[src/rtl/mc_pkg.sv]
// Shared types and defaults for the memory arbiter slice.
package mc_pkg;

  localparam int unsigned DEF_AW = 32;
  localparam int unsigned DEF_DW = 32;

  typedef enum logic [1:0] {
    IDLE   = 2'd0,
    ACCESS = 2'd1,
    RESP   = 2'd2
  } state_t;

  typedef logic req_id_t;

  localparam req_id_t REQ_CPU = 1'b0;
  localparam req_id_t REQ_DMA = 1'b1;

endpackage

[src/rtl/mem_arbiter_if.sv]
// Requester/memory bundle of the arbiter; master = environment side, slave = arbiter side.
interface mem_arbiter_if #(
  parameter int unsigned AW = mc_pkg::DEF_AW,
  parameter int unsigned DW = mc_pkg::DEF_DW
);

  logic          CpuReq;
  logic          CpuWe;
  logic [AW-1:0] CpuAddr;
  logic [DW-1:0] CpuWData;
  logic [DW-1:0] CpuRData;
  logic          CpuAck;

  logic          DmaReq;
  logic          DmaWe;
  logic [AW-1:0] DmaAddr;
  logic [DW-1:0] DmaWData;
  logic [DW-1:0] DmaRData;
  logic          DmaAck;

  logic          MemEn;
  logic          MemWe;
  logic [AW-1:0] MemAddr;
  logic [DW-1:0] MemWData;
  logic [DW-1:0] MemRData;
  logic          Owner;

  modport master (
    output CpuReq, CpuWe, CpuAddr, CpuWData,
    input  CpuRData, CpuAck,
    output DmaReq, DmaWe, DmaAddr, DmaWData,
    input  DmaRData, DmaAck,
    input  MemEn, MemWe, MemAddr, MemWData, Owner,
    output MemRData
  );

  modport slave (
    input  CpuReq, CpuWe, CpuAddr, CpuWData,
    output CpuRData, CpuAck,
    input  DmaReq, DmaWe, DmaAddr, DmaWData,
    output DmaRData, DmaAck,
    output MemEn, MemWe, MemAddr, MemWData, Owner,
    input  MemRData
  );

endinterface

[src/rtl/mem_arb_pick.sv]
// Winner selection between CPU and loader. ARB_ROUND_ROBIN_EN adds the last-served flop;
// otherwise the CPU has fixed priority.
module mem_arb_pick
  import mc_pkg::*;
(
`ifdef ARB_ROUND_ROBIN_EN
  input  logic    i_clk,
  input  logic    i_rst,
  input  logic    i_grant,
`endif
  input  logic    i_cpu_req,
  input  logic    i_dma_req,
  output req_id_t o_winner
);

`ifdef ARB_ROUND_ROBIN_EN
  req_id_t r_last;

  // Starts as loader so the CPU wins the first contended grant.
  always_ff @(posedge i_clk or posedge i_rst) begin
    if (i_rst) begin
      r_last <= REQ_DMA;
    end else if (i_grant) begin
      r_last <= o_winner;
    end
  end

  always_comb begin
    if (i_cpu_req && i_dma_req) begin
      o_winner = (r_last == REQ_CPU) ? REQ_DMA : REQ_CPU;
    end else if (i_dma_req) begin
      o_winner = REQ_DMA;
    end else begin
      o_winner = REQ_CPU;
    end
  end
`else
  assign o_winner = (!i_cpu_req && i_dma_req) ? REQ_DMA : REQ_CPU;
`endif

endmodule

[src/rtl/mem_arbiter.sv]
// Two-requester single-port memory arbiter (IDLE -> ACCESS x MEM_LAT -> RESP).
// ARB_ROUND_ROBIN_EN selects round-robin instead of fixed CPU priority.
module mem_arbiter
  import mc_pkg::*;
#(
  parameter int unsigned AW      = DEF_AW,
  parameter int unsigned DW      = DEF_DW,
  parameter int unsigned MEM_LAT = 2
) (
  input  logic         i_clk,
  input  logic         i_rst,
  mem_arbiter_if.slave bus
);

  localparam logic [3:0] LAT = 4'(MEM_LAT);

  state_t        r_state, w_state_next;
  logic [3:0]    r_cnt;
  req_id_t       r_owner, w_winner;
  logic          r_we;
  logic [AW-1:0] r_addr;
  logic [DW-1:0] r_wdata;
  logic [DW-1:0] r_cpu_rdata;
  logic [DW-1:0] r_dma_rdata;
  logic          w_grant;
  logic          w_last;

  assign w_grant = (r_state == IDLE) && (bus.CpuReq || bus.DmaReq);
  assign w_last  = (r_state == ACCESS) && (r_cnt == 4'd1);

  mem_arb_pick u_pick (
`ifdef ARB_ROUND_ROBIN_EN
    .i_clk     (i_clk),
    .i_rst     (i_rst),
    .i_grant   (w_grant),
`endif
    .i_cpu_req (bus.CpuReq),
    .i_dma_req (bus.DmaReq),
    .o_winner  (w_winner)
  );

  always_ff @(posedge i_clk or posedge i_rst) begin
    if (i_rst) begin
      r_state <= IDLE;
    end else begin
      r_state <= w_state_next;
    end
  end

  always_comb begin
    w_state_next = r_state;
    unique case (r_state)
      IDLE:    if (w_grant) w_state_next = ACCESS;
      ACCESS:  if (w_last)  w_state_next = RESP;
      RESP:    w_state_next = IDLE;
      default: w_state_next = IDLE;
    endcase
  end

  always_comb begin
    bus.MemEn  = 1'b0;
    bus.MemWe  = 1'b0;
    bus.CpuAck = 1'b0;
    bus.DmaAck = 1'b0;
    unique case (r_state)
      ACCESS: begin
        bus.MemEn = 1'b1;
        bus.MemWe = r_we;
      end
      RESP: begin
        bus.CpuAck = (r_owner == REQ_CPU);
        bus.DmaAck = (r_owner == REQ_DMA);
      end
      default: ;
    endcase
  end

  // Request fields are latched at grant; memory-side outputs hold them until the next grant.
  always_ff @(posedge i_clk or posedge i_rst) begin
    if (i_rst) begin
      r_cnt       <= 4'd0;
      r_owner     <= REQ_CPU;
      r_we        <= 1'b0;
      r_addr      <= '0;
      r_wdata     <= '0;
      r_cpu_rdata <= '0;
      r_dma_rdata <= '0;
    end else if (w_grant) begin
      r_owner <= w_winner;
      r_cnt   <= LAT;
      if (w_winner == REQ_CPU) begin
        r_we    <= bus.CpuWe;
        r_addr  <= bus.CpuAddr;
        r_wdata <= bus.CpuWData;
      end else begin
        r_we    <= bus.DmaWe;
        r_addr  <= bus.DmaAddr;
        r_wdata <= bus.DmaWData;
      end
    end else if (r_state == ACCESS) begin
      r_cnt <= r_cnt - 4'd1;
      if (w_last && !r_we) begin
        if (r_owner == REQ_CPU) r_cpu_rdata <= bus.MemRData;
        else                    r_dma_rdata <= bus.MemRData;
      end
    end
  end

  assign bus.MemAddr  = r_addr;
  assign bus.MemWData = r_wdata;
  assign bus.Owner    = r_owner;
  assign bus.CpuRData = r_cpu_rdata;
  assign bus.DmaRData = r_dma_rdata;

endmodule

[src/flat_wrapper.sv]
// flat-port wrapper written by rule: the top's interface ports become plain ports
module mem_arbiter_flat import mc_pkg::*;
#(
  parameter int unsigned AW      = DEF_AW,
  parameter int unsigned DW      = DEF_DW,
  parameter int unsigned MEM_LAT = 2
)
  (i_clk, i_rst, bus_CpuReq, bus_CpuWe, bus_CpuAddr, bus_CpuWData, bus_CpuRData, bus_CpuAck, bus_DmaReq, bus_DmaWe, bus_DmaAddr, bus_DmaWData, bus_DmaRData, bus_DmaAck, bus_MemEn, bus_MemWe, bus_MemAddr, bus_MemWData, bus_Owner, bus_MemRData);
  mem_arbiter_if #(.AW(AW), .DW(DW)) bus_i ();
  input  logic i_clk;
  input  logic i_rst;
  input wire logic [$bits(bus_i.CpuReq)-1:0] bus_CpuReq;
  input wire logic [$bits(bus_i.CpuWe)-1:0] bus_CpuWe;
  input wire logic [$bits(bus_i.CpuAddr)-1:0] bus_CpuAddr;
  input wire logic [$bits(bus_i.CpuWData)-1:0] bus_CpuWData;
  output wire logic [$bits(bus_i.CpuRData)-1:0] bus_CpuRData;
  output wire logic [$bits(bus_i.CpuAck)-1:0] bus_CpuAck;
  input wire logic [$bits(bus_i.DmaReq)-1:0] bus_DmaReq;
  input wire logic [$bits(bus_i.DmaWe)-1:0] bus_DmaWe;
  input wire logic [$bits(bus_i.DmaAddr)-1:0] bus_DmaAddr;
  input wire logic [$bits(bus_i.DmaWData)-1:0] bus_DmaWData;
  output wire logic [$bits(bus_i.DmaRData)-1:0] bus_DmaRData;
  output wire logic [$bits(bus_i.DmaAck)-1:0] bus_DmaAck;
  output wire logic [$bits(bus_i.MemEn)-1:0] bus_MemEn;
  output wire logic [$bits(bus_i.MemWe)-1:0] bus_MemWe;
  output wire logic [$bits(bus_i.MemAddr)-1:0] bus_MemAddr;
  output wire logic [$bits(bus_i.MemWData)-1:0] bus_MemWData;
  output wire logic [$bits(bus_i.Owner)-1:0] bus_Owner;
  input wire logic [$bits(bus_i.MemRData)-1:0] bus_MemRData;
  assign bus_i.CpuReq = bus_CpuReq;
  assign bus_i.CpuWe = bus_CpuWe;
  assign bus_i.CpuAddr = bus_CpuAddr;
  assign bus_i.CpuWData = bus_CpuWData;
  assign bus_CpuRData = bus_i.CpuRData;
  assign bus_CpuAck = bus_i.CpuAck;
  assign bus_i.DmaReq = bus_DmaReq;
  assign bus_i.DmaWe = bus_DmaWe;
  assign bus_i.DmaAddr = bus_DmaAddr;
  assign bus_i.DmaWData = bus_DmaWData;
  assign bus_DmaRData = bus_i.DmaRData;
  assign bus_DmaAck = bus_i.DmaAck;
  assign bus_MemEn = bus_i.MemEn;
  assign bus_MemWe = bus_i.MemWe;
  assign bus_MemAddr = bus_i.MemAddr;
  assign bus_MemWData = bus_i.MemWData;
  assign bus_Owner = bus_i.Owner;
  assign bus_i.MemRData = bus_MemRData;
  mem_arbiter #(.AW(AW), .DW(DW), .MEM_LAT(MEM_LAT)) u_core (.i_clk(i_clk), .i_rst(i_rst), .bus(bus_i));
endmodule
[config.mk]
export PLATFORM = sky130hd
export DESIGN_NAME = mem_arbiter_flat
export DESIGN_NICKNAME = d
export VERILOG_FILES = /design/src/rtl/mc_pkg.sv /design/src/rtl/mem_arbiter_if.sv /design/src/rtl/mem_arb_pick.sv /design/src/rtl/mem_arbiter.sv /design/src/flat_wrapper.sv
export SDC_FILE = /design/constraint.sdc
export NUM_CORES = 1
export LEC_CHECK = 0
export BUFFER_PORTS_ARGS = -buffer_cell sky130_fd_sc_hd__buf_4
export CAP_MARGIN = 20
export CORE_AREA = 2 2 117 119
export DETAILED_ROUTE_END_ITERATION = 7
export DIE_AREA = 0 0 119 121
export HOLD_SLACK_MARGIN = 0.03
export PLACE_DENSITY = 0.8
export SLEW_MARGIN = 20
export SYNTH_ARGS = -nofsm -noshare
export SYNTH_HDL_FRONTEND = slang
export SYNTH_SLANG_ARGS = --single-unit
[constraint.sdc]
create_clock -name i_clk -period 11.6 [get_ports i_clk]
set_clock_uncertainty 0.2 [all_clocks]
set_input_delay 0 -clock i_clk [delete_from_list [all_inputs] [get_ports i_clk]]
set_output_delay 0 -clock i_clk [all_outputs]
set_load 0.03 [all_outputs]
==> impl_metrics.tcl <==
set metrics [dict create \
    grt_first_pass_wirelength_mm 30.96 \
    grt-ovfl-total 0 \
    cp.required_ps 11680 \
    clock.fmax_mhz 367.4 \
    synth_cell_types 29 \
    via_count 5088 \
    fin_crit_sh_pct 23.47 \
    cp-end-kind "flop" \
    numPortBuffers 298 \
    io_pins 299 \
    grt_max_degree 87 \
    worstPathArrival_ps 2800 \
    cts_sinks 136 \
    synth_area_um2 5949 \
    synthTopCellsByArea "dfrtp_1 (57%), mux2_2 (37%), buf_2 (1.0%)" \
    critPathMaxStageDelay_ps 620 \
    powerDensity_nw_per_um2 271.6 \
    finalMaxSlewViolations 0 \
    wl_mm 19.90 \
    clock_latency_ps 400 \
    nNetsFinal 1016 \
    rows 42 \
    ir_worst_vdd_v 0.0001714 \
    routedWlPerCell_um 19.21 \
    cts-htree-levels 4 \
    rsz0062_at_grt "false" \
    p_leak_nw 4.948 \
    cts_tree "yes" \
    dr.pass1.iters 4 \
    finalCriticalPeriod_ps 2722 \
    synth_top_area_share_pct 57.20 \
    root_buffer "clkbuf_16" \
    yosysSeqAreaShare_pct 57.20 \
    worst_slack_ps 8878 \
    cp_cell_sequence "or2_1 -> nor2_4 -> buf_4 -> mux2_2" \
    clk_pin_slew_worst_paths_ps 50 \
    initial_utilization_pct 45.47 \
    synthToLayoutAreaGrowth_pct 78.68 \
    hold_violations 0 \
    die_h_um 121 \
    syn_nets 551 \
    postCtsResizedCells 0 \
    finalSetupTns_ps 0 \
    ant_nets 0 \
    min_path_type "in2reg" \
    synth_most_common_cell "mux2_2" \
    finalSetupViolCount 0 \
    dp_slack_ps 8700 \
    ys_ff_latch 136 \
    drc 0 \
    post_synth.cell_area_avg_um2 15.53 \
    die_w_um 119 \
    diodes 0 \
    post_cts_buffers 0 \
    core_area_um2 13090 \
    cpMaxStageDelayCell "nor2_4" \
    synth_cells 383 \
    grt_pass1_vias 5641 \
    n_fill_cell 652 \
    slew_headroom_pct 42.76 \
    grt_use_total_pct 28.18 \
    maxCapViolCount 0 \
    startpoint_type "flop" \
    ys_dominant_reg_cell "dfrtp_1" \
    cp_max_fo 43 \
    post-dp-hpwl_mm 11.51 \
    cts_buffer_depth 2 \
    synth_common_cells "mux2_2 (193), dfrtp_1 (136), buf_2 (12)" \
    yosysTopAreaCell "dfrtp_1" \
    antenna_found_initial 0 \
    dieArea_um2 14400 \
    ys.warnings.count 0 \
    seq_area_um2 3403 \
    worstMarginPinSlew_ps 857.6 \
    outcome "complete, no violations" \
    vias_per_cell 4.911 \
    synth_edf_count 0 \
    synthArstFlopShare_pct 100.0 \
    drtIter0Drc 247 \
    r2r_slack_ps 8880 \
    cts_buffers 17 \
    multi_input_area_um2 2412 \
    drive_gt1_share_pct 61.74 \
    critPathKind "reg2reg" \
    place_congestion 0.8090 \
]
==> worst paths after layout <==
check | cells past startpoint | endpoint | from
max | 4 | u_core.bus.MemAddr[27] | u_core.r_state[1]
max reg2reg | 4 | u_core.bus.MemAddr[27] | u_core.r_state[1]
min reg2reg | 1 | u_core.bus.CpuRData[13] | u_core.bus.CpuRData[13]
min in group asynchronous | 4 | u_core.bus.MemWData[6] | i_rst
min | 3 | u_core.bus.DmaRData[1] | bus_MemRData[1]
max in group asynchronous | 5 | u_core.r_cnt[0] | i_rst
==> placed cells by master, fill, tap and decap left out <==
| cell type | instances |
|---|---|
| buf_4 | 300 |
| mux2_2 | 193 |
| dlygate4sd3_1 | 166 |
| dfrtp_1 | 136 |
| clkbuf_16 | 17 |
| clkbuf_8 | 6 |
| o21ai_0 | 4 |
| bufinv_16 | 4 |
| nor2_1 | 2 |
| inv_1 | 2 |
| and2_1 | 2 |
| mux2i_1 | 2 |
| ha_1 | 2 |
| clkinv_2 | 2 |
| nand2b_2 | 1 |
| or2_1 | 1 |
| nor2_4 | 1 |
| nor3b_2 | 1 |
| nand2b_1 | 1 |
| inv_2 | 1 |
| nand4b_4 | 1 |
| nand3_2 | 1 |
| and3b_1 | 1 |
| nor3b_1 | 1 |
| inv_6 | 1 |
| mux2_1 | 1 |
| nor4_1 | 1 |
| o31ai_1 | 1 |
| o22ai_1 | 1 |
| o211ai_1 | 1 |
| nand3b_1 | 1 |
| o31a_1 | 1 |
| nand2_1 | 1 |
| clkbuf_1 | 1 |
| clkinvlp_4 | 1 |
| buf_6 | 1 |
==> layout make-up <==
type / instances / share of cell area [%]
Timing Repair Buffer: 467 / 36.92
Sequential cell: 136 / 32.02
Multi-Input combinational cell: 222 / 22.69
Clock buffer: 24 / 4.814
Tap cell: 176 / 2.072
Clock inverter: 7 / 1.295
Inverter: 4 / 0.1883
==> what timing repair did <==
action / CTS / global route
hold buffers: 166 / 0
setup endpoints to repair: 0 / 0
hold endpoints to repair: 184 / 0
==> per-layer routing <==
layer | vias up | wire (µm) | GRT usage [%]
met3 | 51 | 1299 | 8.365
li1 | 2305 | - | -
met5 | - | 0 | 0
met1 | 2505 | 7299 | 29.93
met2 | 227 | 10530 | 51.80
met4 | 0 | 773 | 12.13
==> worst max-delay path, delay by kind of cell, from the launching register on <==
kind          cells  cell delay, ps
buf+inv           1             580
mux               1             420
simple gates      2             960
flops             1             400
==> sequential cells by signal (all words and copies together), names as in the netlist <==
signal / count
u_core.bus.CpuRData: 32
u_core.r_cnt: 4
u_core.bus.DmaRData: 32
u_core.r_we: 1
u_core.bus.MemWData: 32
u_core.bus.MemAddr: 32
u_core.r_state: 2
u_core.bus.Owner: 1
==> power by group <==
part	internal, W	total (W)	switching [W]
registers	0.000720	0.000871	0.000151
clock network	0.000393	0.000584	0.000191
logic	0.000627	0.00143	0.000806
total	0.00174	0.00289	0.00115
==> stage by stage <==
stage | util [%] | hold WS, ps | cell area, µm² | power [W] | cells
5_1_grt | 81.24 | 172.3 | 10630 | 0.003002 | 1036
4_1_cts | 81.14 | 158.6 | 10620 | 0.002870 | 1036
2_1_floorplan | - | -68.32 | 5949 | 0.001686 | 383
6_report | 81.24 | 177.5 | 10630 | 0.002887 | 1036
3_3_place_gp | 63.48 | -150.2 | 8307 | 0.002186 | 839
3_5_place_dp | 63.48 | -144.4 | 8307 | 0.002227 | 839
==> cells by family (layout without fill, tap and decap cells) <==
kind of cell    count (synthesis)  in the layout  share of synthesized area [%]
compound gates                  8              8                         0.8414
mux                           196            196                          37.06
flops                         136            136                          57.20
fa+ha+maj                       2              2                         0.4205
simple gates                   16             16                          1.956
buf+inv                        25            502                          2.524
No activity file was read; power rests on OpenSTA's default activity.
